**src/rtl/dbi_rx_decoder.sv**
```systemverilog
// dbi_rx_decoder
//   Receive-side Data Bus Inversion decoder. Restores the original data from
//   the wire data and its DBI flag, frames decoded beats into fixed-length
//   bursts and reports how many beats of each completed burst were inverted.
//
//   Flow control is valid/ready on both sides. The pipeline is one output
//   register backed by a one-entry skid buffer, so in_ready is a register and
//   never depends combinationally on out_ready.
//
// Parameters
//   WIDTH      data lane width in bits (even, >= 2)
//   BURST_LEN  beats per burst (>= 2)
//   CNT_W      width of the saturating per-burst inverted-beat counter
//
// Ports
//   clk, rst_n      clock, asynchronous active-low reset
//   in_valid        wire beat present
//   in_ready        decoder can accept a beat (registered, = ~skid_full)
//   in_data         data as driven on the wire
//   in_dbi          1 = transmitter inverted this beat
//   out_valid       decoded beat present
//   out_ready       consumer accepts beat
//   out_data        decoded data
//   out_last        current output beat is the final beat of its burst
//   burst_done      one-cycle pulse after the last beat handshakes
//   burst_inv_cnt   inverted beats in the most recently completed burst
//   dbi_err         (only with DBI_RX_CHECK_EN) one-cycle pulse when an
//                   accepted wire beat carried more than WIDTH/2 zeros
//
// Build option
//   DBI_RX_CHECK_EN  adds the dbi_err port and the wire zero-count checker.

module dbi_rx_decoder #(
  parameter int WIDTH     = 8,
  parameter int BURST_LEN = 8,
  parameter int CNT_W     = 4
) (
  input  logic             clk,
  input  logic             rst_n,
  input  logic             in_valid,
  output logic             in_ready,
  input  logic [WIDTH-1:0] in_data,
  input  logic             in_dbi,
  output logic             out_valid,
  input  logic             out_ready,
  output logic [WIDTH-1:0] out_data,
  output logic             out_last,
  output logic             burst_done,
  output logic [CNT_W-1:0] burst_inv_cnt
`ifdef DBI_RX_CHECK_EN
  ,
  output logic             dbi_err
`endif
);

  localparam int BEAT_W = (BURST_LEN > 1) ? $clog2(BURST_LEN) : 1;

  typedef enum logic {
    IDLE,
    BURST
  } state_t;

  state_t             state;
  logic [BEAT_W-1:0]  beat_cnt;
  logic [CNT_W-1:0]   run_cnt;
  logic [CNT_W-1:0]   run_next;

  logic               out_inv;
  logic               skid_full;
  logic [WIDTH-1:0]   skid_data;
  logic               skid_inv;

  logic               in_hs;
  logic               out_hs;
  logic               load_out;
  logic               last_beat;
  logic [WIDTH-1:0]   dec_data;

  assign in_hs     = in_valid & in_ready;
  assign out_hs    = out_valid & out_ready;
  // The output register can take a new beat when it is empty or being drained.
  assign load_out  = ~out_valid | out_ready;
  assign dec_data  = in_data ^ {WIDTH{in_dbi}};
  assign last_beat = (state == BURST) && (beat_cnt == BEAT_W'(BURST_LEN - 1));
  // Derived only from registers, so it cannot change while the beat is stalled.
  assign out_last  = out_valid & last_beat;

  // Saturating increment of the running inverted-beat count for the beat
  // currently leaving the output register.
  always_comb begin
    run_next = run_cnt;
    if (out_inv && (run_cnt != {CNT_W{1'b1}})) begin
      run_next = run_cnt + CNT_W'(1);
    end
  end

  // Output register and skid buffer. A skid entry always has priority over a
  // new beat, which keeps beat order; the skid is only filled when the output
  // register is stalled, and in_ready tracks the skid occupancy.
  always_ff @(posedge clk or negedge rst_n) begin
    if (!rst_n) begin
      out_valid <= 1'b0;
      out_data  <= '0;
      out_inv   <= 1'b0;
      skid_full <= 1'b0;
      skid_data <= '0;
      skid_inv  <= 1'b0;
      in_ready  <= 1'b1;
    end else begin
      if (load_out) begin
        if (skid_full) begin
          out_valid <= 1'b1;
          out_data  <= skid_data;
          out_inv   <= skid_inv;
          skid_full <= 1'b0;
          in_ready  <= 1'b1;
        end else if (in_hs) begin
          out_valid <= 1'b1;
          out_data  <= dec_data;
          out_inv   <= in_dbi;
        end else begin
          out_valid <= 1'b0;
        end
      end else if (in_hs) begin
        skid_data <= dec_data;
        skid_inv  <= in_dbi;
        skid_full <= 1'b1;
        in_ready  <= 1'b0;
      end
    end
  end

  // Burst framing FSM and per-burst statistics. Everything advances on output
  // handshakes only; the last-beat handshake publishes the count (including
  // that beat), clears the running count and returns to IDLE so the next
  // burst can start on the very next handshake.
  always_ff @(posedge clk or negedge rst_n) begin
    if (!rst_n) begin
      state         <= IDLE;
      beat_cnt      <= '0;
      run_cnt       <= '0;
      burst_done    <= 1'b0;
      burst_inv_cnt <= '0;
    end else begin
      burst_done <= 1'b0;
      if (out_hs) begin
        case (state)
          IDLE: begin
            state    <= BURST;
            beat_cnt <= BEAT_W'(1);
          end
          BURST: begin
            if (last_beat) begin
              state    <= IDLE;
              beat_cnt <= '0;
            end else begin
              beat_cnt <= beat_cnt + BEAT_W'(1);
            end
          end
          default: begin
            state    <= IDLE;
            beat_cnt <= '0;
          end
        endcase

        if (last_beat) begin
          burst_inv_cnt <= run_next;
          run_cnt       <= '0;
          burst_done    <= 1'b1;
        end else begin
          run_cnt <= run_next;
        end
      end
    end
  end

`ifdef DBI_RX_CHECK_EN
  localparam int ZW = $clog2(WIDTH + 1);

  logic [ZW-1:0] zero_cnt;

  // Number of zeros on the wire for the beat being offered.
  always_comb begin
    zero_cnt = '0;
    for (int i = 0; i < WIDTH; i++) begin
      zero_cnt = zero_cnt + ZW'(!in_data[i]);
    end
  end

  // Registered so the pulse lines up with the cycle the beat first sits in
  // the output register or the skid.
  always_ff @(posedge clk or negedge rst_n) begin
    if (!rst_n) begin
      dbi_err <= 1'b0;
    end else begin
      dbi_err <= in_hs && (zero_cnt > ZW'(WIDTH / 2));
    end
  end
`endif

endmodule

```
**config.mk**
```make
export PLATFORM = sky130hd
export DESIGN_NAME = dbi_rx_decoder
export DESIGN_NICKNAME = d
export VERILOG_FILES = /design/src/rtl/dbi_rx_decoder.sv
export SDC_FILE = /design/constraint.sdc
export NUM_CORES = 1
export LEC_CHECK = 0
export ABC_AREA = 1
export CAP_MARGIN = 5
export CORE_MARGIN = 2
export CORE_UTILIZATION = 56
export DETAILED_ROUTE_END_ITERATION = 12
export DONT_BUFFER_PORTS = 1
export HOLD_SLACK_MARGIN = 0.08
export PLACE_DENSITY = 0.82
export SLEW_MARGIN = 20
export SYNTH_ARGS = -nofsm -noshare
export SYNTH_HDL_FRONTEND = slang
export SYNTH_SLANG_ARGS = --single-unit
```
**constraint.sdc**
```tcl
create_clock -name clk -period 1.2 [get_ports clk]
set_input_delay 0.3 -clock clk [delete_from_list [all_inputs] [get_ports clk]]
set_output_delay 0.3 -clock clk [all_outputs]
set_load 0.01 [all_outputs]
```
* After elaboration in Yosys (flattened, before gate mapping)
Index checks and enable logic that the tools add are counted.
** Operators by class
- $add $sub $neg :: 2
- Eq/ne operators :: 3
- Muxes and demuxes :: 19
- Bitwise gates (word level) :: 8
- Reductions and logical operators :: 8
** Operators by type and width (number)
- 2-to-1 mux 8 bit :: 2
- 2-to-1 mux 1 bit :: 12
- 2-to-1 mux 4 bit :: 2
- AND reduction 2 bit :: 4
- bitwise XOR 8 bit :: 1
- case mux 3 bit (2 select lines) :: 1
- adder 4 x 1 -> 4 bit (second input constant) :: 1
- != test 4 bit (second input constant) :: 1
- nonzero test 2 bit :: 2
- adder 3 x 1 -> 3 bit (second input constant) :: 1
- bitwise AND 1 bit :: 3
- equality test 3 bit (second input constant) :: 1
- 2-to-1 mux 3 bit :: 1
- inverter 1 bit :: 3
- logical AND 1 bit :: 2
- != test 2 bit (second input constant) :: 1
- case mux 1 bit (2 select lines) :: 1
- bitwise OR 1 bit :: 1
** Storage, ports and cells
- Flip-flop bits (word level) :: 34
- Input port bits :: 13
- Output and inout bits :: 16
- Word-level logic and storage cells :: 52

* Logic depth before layout (Yosys ltp)
- Depth after elaboration :: 4
- Depth in mapped cells :: 7
- Gate-level depth less buffers :: 7

* Worst setup path before layout
No wires, ideal clock.
- Kind :: flip-flop to output port
- From :: reg beat_cnt[0]
- To :: out out_last
- Arrival :: 1.016 ns
- Required time :: 0.900 ns
- Slack :: -0.116 ns
- Cell stages (with the launch flop) :: 5
- Buffers on the path :: 0
- Cell sequence :: dfrtp_1 > ha_1 > ha_1 > nand2_1 > nor2_1
** On the way
- Longest elaborated chain between the ends :: 3
** RTL lines
- from (decl) :: RTL line 64 : logic [BEAT_W-1:0] beat_cnt;
- from (signal assigned) :: RTL line 157 : beat_cnt <= beat_cnt + BEAT_W'(1);
- equality test 3 bit :: RTL line 84 : assign last_beat = (state == BURST) && (beat_cnt == BEAT_W'(BURST_LEN - 1));
- logical AND 1 bit :: RTL line 84
- bitwise AND 1 bit :: RTL line 86 : assign out_last = out_valid & last_beat;
- to (decl) :: RTL line 47 : output logic out_last,
Every way passes these cells.

* Worst setup path after layout
- From :: reg beat_cnt[1]
- To :: out out_last
Same word-level chain as after synthesis.

==> metrics.md <==
| Metric | Value |
|---|---|
| Top area cells in the synthesized netlist | `sky130_fd_sc_hd__dfrtp_1 (49%), sky130_fd_sc_hd__nand2_1 (13%), sky130_fd_sc_hd__a21oi_2 (8.3%), sky130_fd_sc_hd__xor2_1 (4.1%), sky130_fd_sc_hd__nor2_1 (3.5%)` |
| Overflow left after global routing | `0` |
| Die width | `59.0 um` |
| Fraction of synthesis flops using an asynchronous set or reset pin | `100%` |
| HPWL after detailed placement | `~2.5 mm` |
| Filler cell count | `188` |
| Setup-violating endpoint count in the final report | `24` |
| Post-CTS clock slew at the launch and capture registers of the worst setup and hold paths | `around 0.1 ns` |
| Worst supply voltage drop on vdd | `0.981 mV` |
| Total via count after detailed routing | `1,382` |
| Maximum number of pins on one net before global-route repair | `35` |
| Clock tree buffer depth | `2` |
| Area growth, synth to finish | `24.2%` |
| Quantity of I/O buffers inserted on ports | `0` |
| Number of distinct library cells after synthesis | `24` |
| DP Area | `1790 sq um` |
| Placement-stage worst setup slack | `-0.0776 ns` |
| Top cell type's share of synthesized area | `48.8%` |
| Part of the power in the clock network | `32.4%` |
| Worst Setup Path Type | `reg2out` |
| Number of core rows | `19` |
| Share of final-layout standard cells stronger than drive strength 1 | `33.8%` |
| End of the worst register-to-register path | `burst_inv_cnt[2]` |
| Total Die Area | `between 3000 and 4000 sq um` |
| Number of flip-flops and latches in the synthesized netlist | `34` |
| Crit path required time | `~0.90 ns` |
| Most used DFF post-synth | `sky130_fd_sc_hd__dfrtp_1` |
| Cell area after synthesis | `1690 sq um` |
| Hold_sp | `in_data[2]` |
| Clock Skew | `about 0.0021 ns` |
| Drt total wl | `4.07 mm` |
| Via count of the first global-routing pass | `1,439` |
| Type of the most critical hold path | `in2reg` |
| Die span in y | `59.0 um` |
| Number of cells on the worst reg-to-reg path | `7` |
| Setup slack of the critical path after layout | `-0.328 ns` |
| Post-route setup TNS | `-2.19 ns` |
| RSZ-0062 raised after global routing | `true` |
| Violations in the final reports | `DRC, setup timing` |
| CTS H-tree depth | `2` |
| Element type at the critical path end | `output port` |
| Worst-path maximum fanout | `2` |
| Worst slew margin relative to its limit | `84.4%` |
| All-layer global routing usage | `25.6%` |
| Transition time of the tightest slew-check pin | `between 0.2 and 0.25 ns` |
| Post-synthesis area per instance | `about 8.9 sq um` |
| Cell taking the most area after synthesis | `sky130_fd_sc_hd__dfrtp_1` |
| Net Switching | `0.000576 W` |
| Leakage power of the design | `1.09 nW` |
| Utilization after layout | `74.9%` |
| Leading cell type by number of instances after synthesis | `sky130_fd_sc_hd__nand2_1` |
| Core area | `2810 sq um` |
| Fmax | `654 MHz` |
| Yosys warning total | `0` |
| Violation count after the first detailed-routing iteration | `74` |
| Worst setup path endpoint | `out_last` |
| Clock Latency Late Sink | `~0.35 ns` |
| Reg-to-reg critical path startpoint | `beat_cnt[1]` |
| TritonCTS clock tree | `built` |
| Cell count after synthesis | `190` |
| Number of flops mapped to enable cells by yosys | `0` |
| Period utilisation layout | `127%` |
| Minimum setup slack among reg-to-reg paths | `-0.18 ns` |
| Final Hold Violating Endpoints | `0` |
| Setup crit start | `beat_cnt[1]` |
| Final critical path time including I/O delays and setup | `between 1.5 and 2 ns` |
| Combinational cell fraction of total power | `between 10 and 15%` |
| Data arrival time of the worst path | `1.23 ns` |
| Number of antenna violations at the first check in global routing | `0` |
| Most numerous cell types in the synthesized netlist | `sky130_fd_sc_hd__nand2_1 (57), sky130_fd_sc_hd__dfrtp_1 (33), sky130_fd_sc_hd__a21oi_2 (16), sky130_fd_sc_hd__nor2_1 (16)` |
| Drt drc | `3` |
| Power density over the cells | `1010 nW/um^2` |
| Internal power consumption | `0.00155 W` |
| Weighted congestion at the end of routability-driven global placement | `0.775` |
| Max-cap violation count | `0` |
| Number of top-level design ports | `29` |
| Inserted Diodes | `0` |
| Run status | `finished, violations left` |
| Synthesized netlist net count | `about 200` |
| Number of max-slew violations in the final report | `0` |
| Final routed wire length divided by cell count | `16.7 um` |
| Via-to-Cell Ratio | `5.66` |
| Share of the yosys chip area belonging to registers | `between 50% and 60%` |
| Clock Tree Root | `sky130_fd_sc_hd__clkbuf_4` |
| Layout net count | `228` |
| Inserted Clock Buffers | `5` |
| Post-route cell area | `~2100 sq um` |
| Starting Density | `60.3%` |
| 1st-pass router iterations | `8` |
| First-pass GRT wire length | `6.60 mm` |
| Launching element type of the critical path | `flip-flop` |
| Net Sw Frac | `27.0%` |
| Power share of the sequential group | `between 50% and 60%` |
| Antenna violation net count after detailed routing | `0` |
| Total number of clock tree sinks | `34` |
[repair_timing]
| item | 4_1_cts | 5_1_grt |
|---|---|---|
| gates cloned | 1 | 0 |
| endpoints found under the hold margin | 35 | 0 |
| hold buffers | 3 | 0 |
| gates resized for setup | 24 | 14 |
| pin swaps | 7 | 4 |
| endpoints found under the setup margin | 33 | 33 |
| setup buffers | 5 | 2 |
[how the worst min path moves through the flow]
stage                             to  cells after the start
floorplan                beat_cnt[0]                      0
global placement    burst_inv_cnt[0]                      0
detailed placement  burst_inv_cnt[0]                      0
CTS                     skid_data[2]                      3
global route            skid_data[4]                      3
finish                  skid_data[2]                      3
[layout make-up]
type / count / area [sq um] / share of cell area, %
Clock buffer: 7 / 55.1 / 2.62
Clock inverter: 1 / 5.00 / 0.238
Inverter: 17 / 70.1 / 3.33
Multi-Input combinational cell: 135 / 883 / 42.0
Sequential cell: 34 / 853 / 40.6
Tap cell: 31 / 38.8 / 1.85
Timing Repair Buffer: 19 / 196 / 9.35
[cell families (layout without fill, tap and decap cells)]
family	after synthesis	after routing	synth area share (%)
adder cells (fa/ha/maj)	3	3	2.22
flip-flops	34	34	50.3
AO/OA/AOI/OAI	35	35	14.6
XOR/XNOR	8	8	4.14
AND/OR/NAND/NOR	88	89	22.8
buffers and inverters	22	44	5.84
[power groups by stage]
stage	clock network (W)	logic [W]	registers [W]
floorplan	0	0.000128	0.00122
global placement	0	0.000151	0.00122
detailed placement	0	0.000165	0.00123
CTS	0.000681	0.000221	0.00120
global route	0.000740	0.000266	0.00121
finish	0.000690	0.000234	0.00121
[layer usage]
layer  vias up  global-route usage, %  routed length (um)  share of wire (%)
li1        654                      -                   -                  -
met1       677                   31.4                1670                 41
met2        43                   43.7                2110                 52
met3         8                   8.73                 225                5.5
met4         0                   5.84                  68                1.7
met5         -                      0                   0                  0
[cell usage in the layout, fill, tap and decap left out, types with 3 or more instances in the layout]
cell type	instances
sky130_fd_sc_hd__nand2_1	51
sky130_fd_sc_hd__dfrtp_1	32
sky130_fd_sc_hd__nor2_1	15
sky130_fd_sc_hd__a21oi_2	12
sky130_fd_sc_hd__inv_1	11
sky130_fd_sc_hd__buf_4	11
sky130_fd_sc_hd__o21ai_1	9
sky130_fd_sc_hd__xor2_1	8
sky130_fd_sc_hd__nand2_4	7
sky130_fd_sc_hd__nand3_1	5
sky130_fd_sc_hd__clkbuf_4	5
sky130_fd_sc_hd__a21oi_4	4
sky130_fd_sc_hd__nor2_4	3
sky130_fd_sc_hd__inv_2	3
sky130_fd_sc_hd__o21ai_2	3
sky130_fd_sc_hd__nand3_2	3
sky130_fd_sc_hd__nand2_2	3
sky130_fd_sc_hd__o21ai_0	3
sky130_fd_sc_hd__buf_12	3
sky130_fd_sc_hd__buf_6	3
[per-stage QoR]
| stage | hold WS [ns] | total power (W) | cells |
|---|---|---|---|
| after floorplan | 0.00441 | 0.00135 | 190 |
| after global placement | 0.00513 | 0.00137 | 226 |
| after detailed placement | 0.00515 | 0.00139 | 226 |
| after CTS | 0.136 | 0.00211 | 243 |
| after global routing | 0.141 | 0.00222 | 244 |
| final | 0.128 | 0.00213 | 244 |
[worst max-delay path, cell delays in order (launching register included)]
cell and delay [ns]:
sky130_fd_sc_hd__dfrtp_1 0.38, sky130_fd_sc_hd__ha_2 0.20, sky130_fd_sc_hd__ha_4 0.14, sky130_fd_sc_hd__nand2_4 0.05
sky130_fd_sc_hd__nor2_4 0.11
[sequential cells by signal, summed over array words and instances (netlist names)]
name	count
beat_cnt	3
burst_done	1
burst_inv_cnt	4
in_ready	1
out_data	8
out_inv	1
out_valid	1
run_cnt	4
skid_data	8
skid_full	1
skid_inv	1
state	1
(Power assumes the default switching activity.)
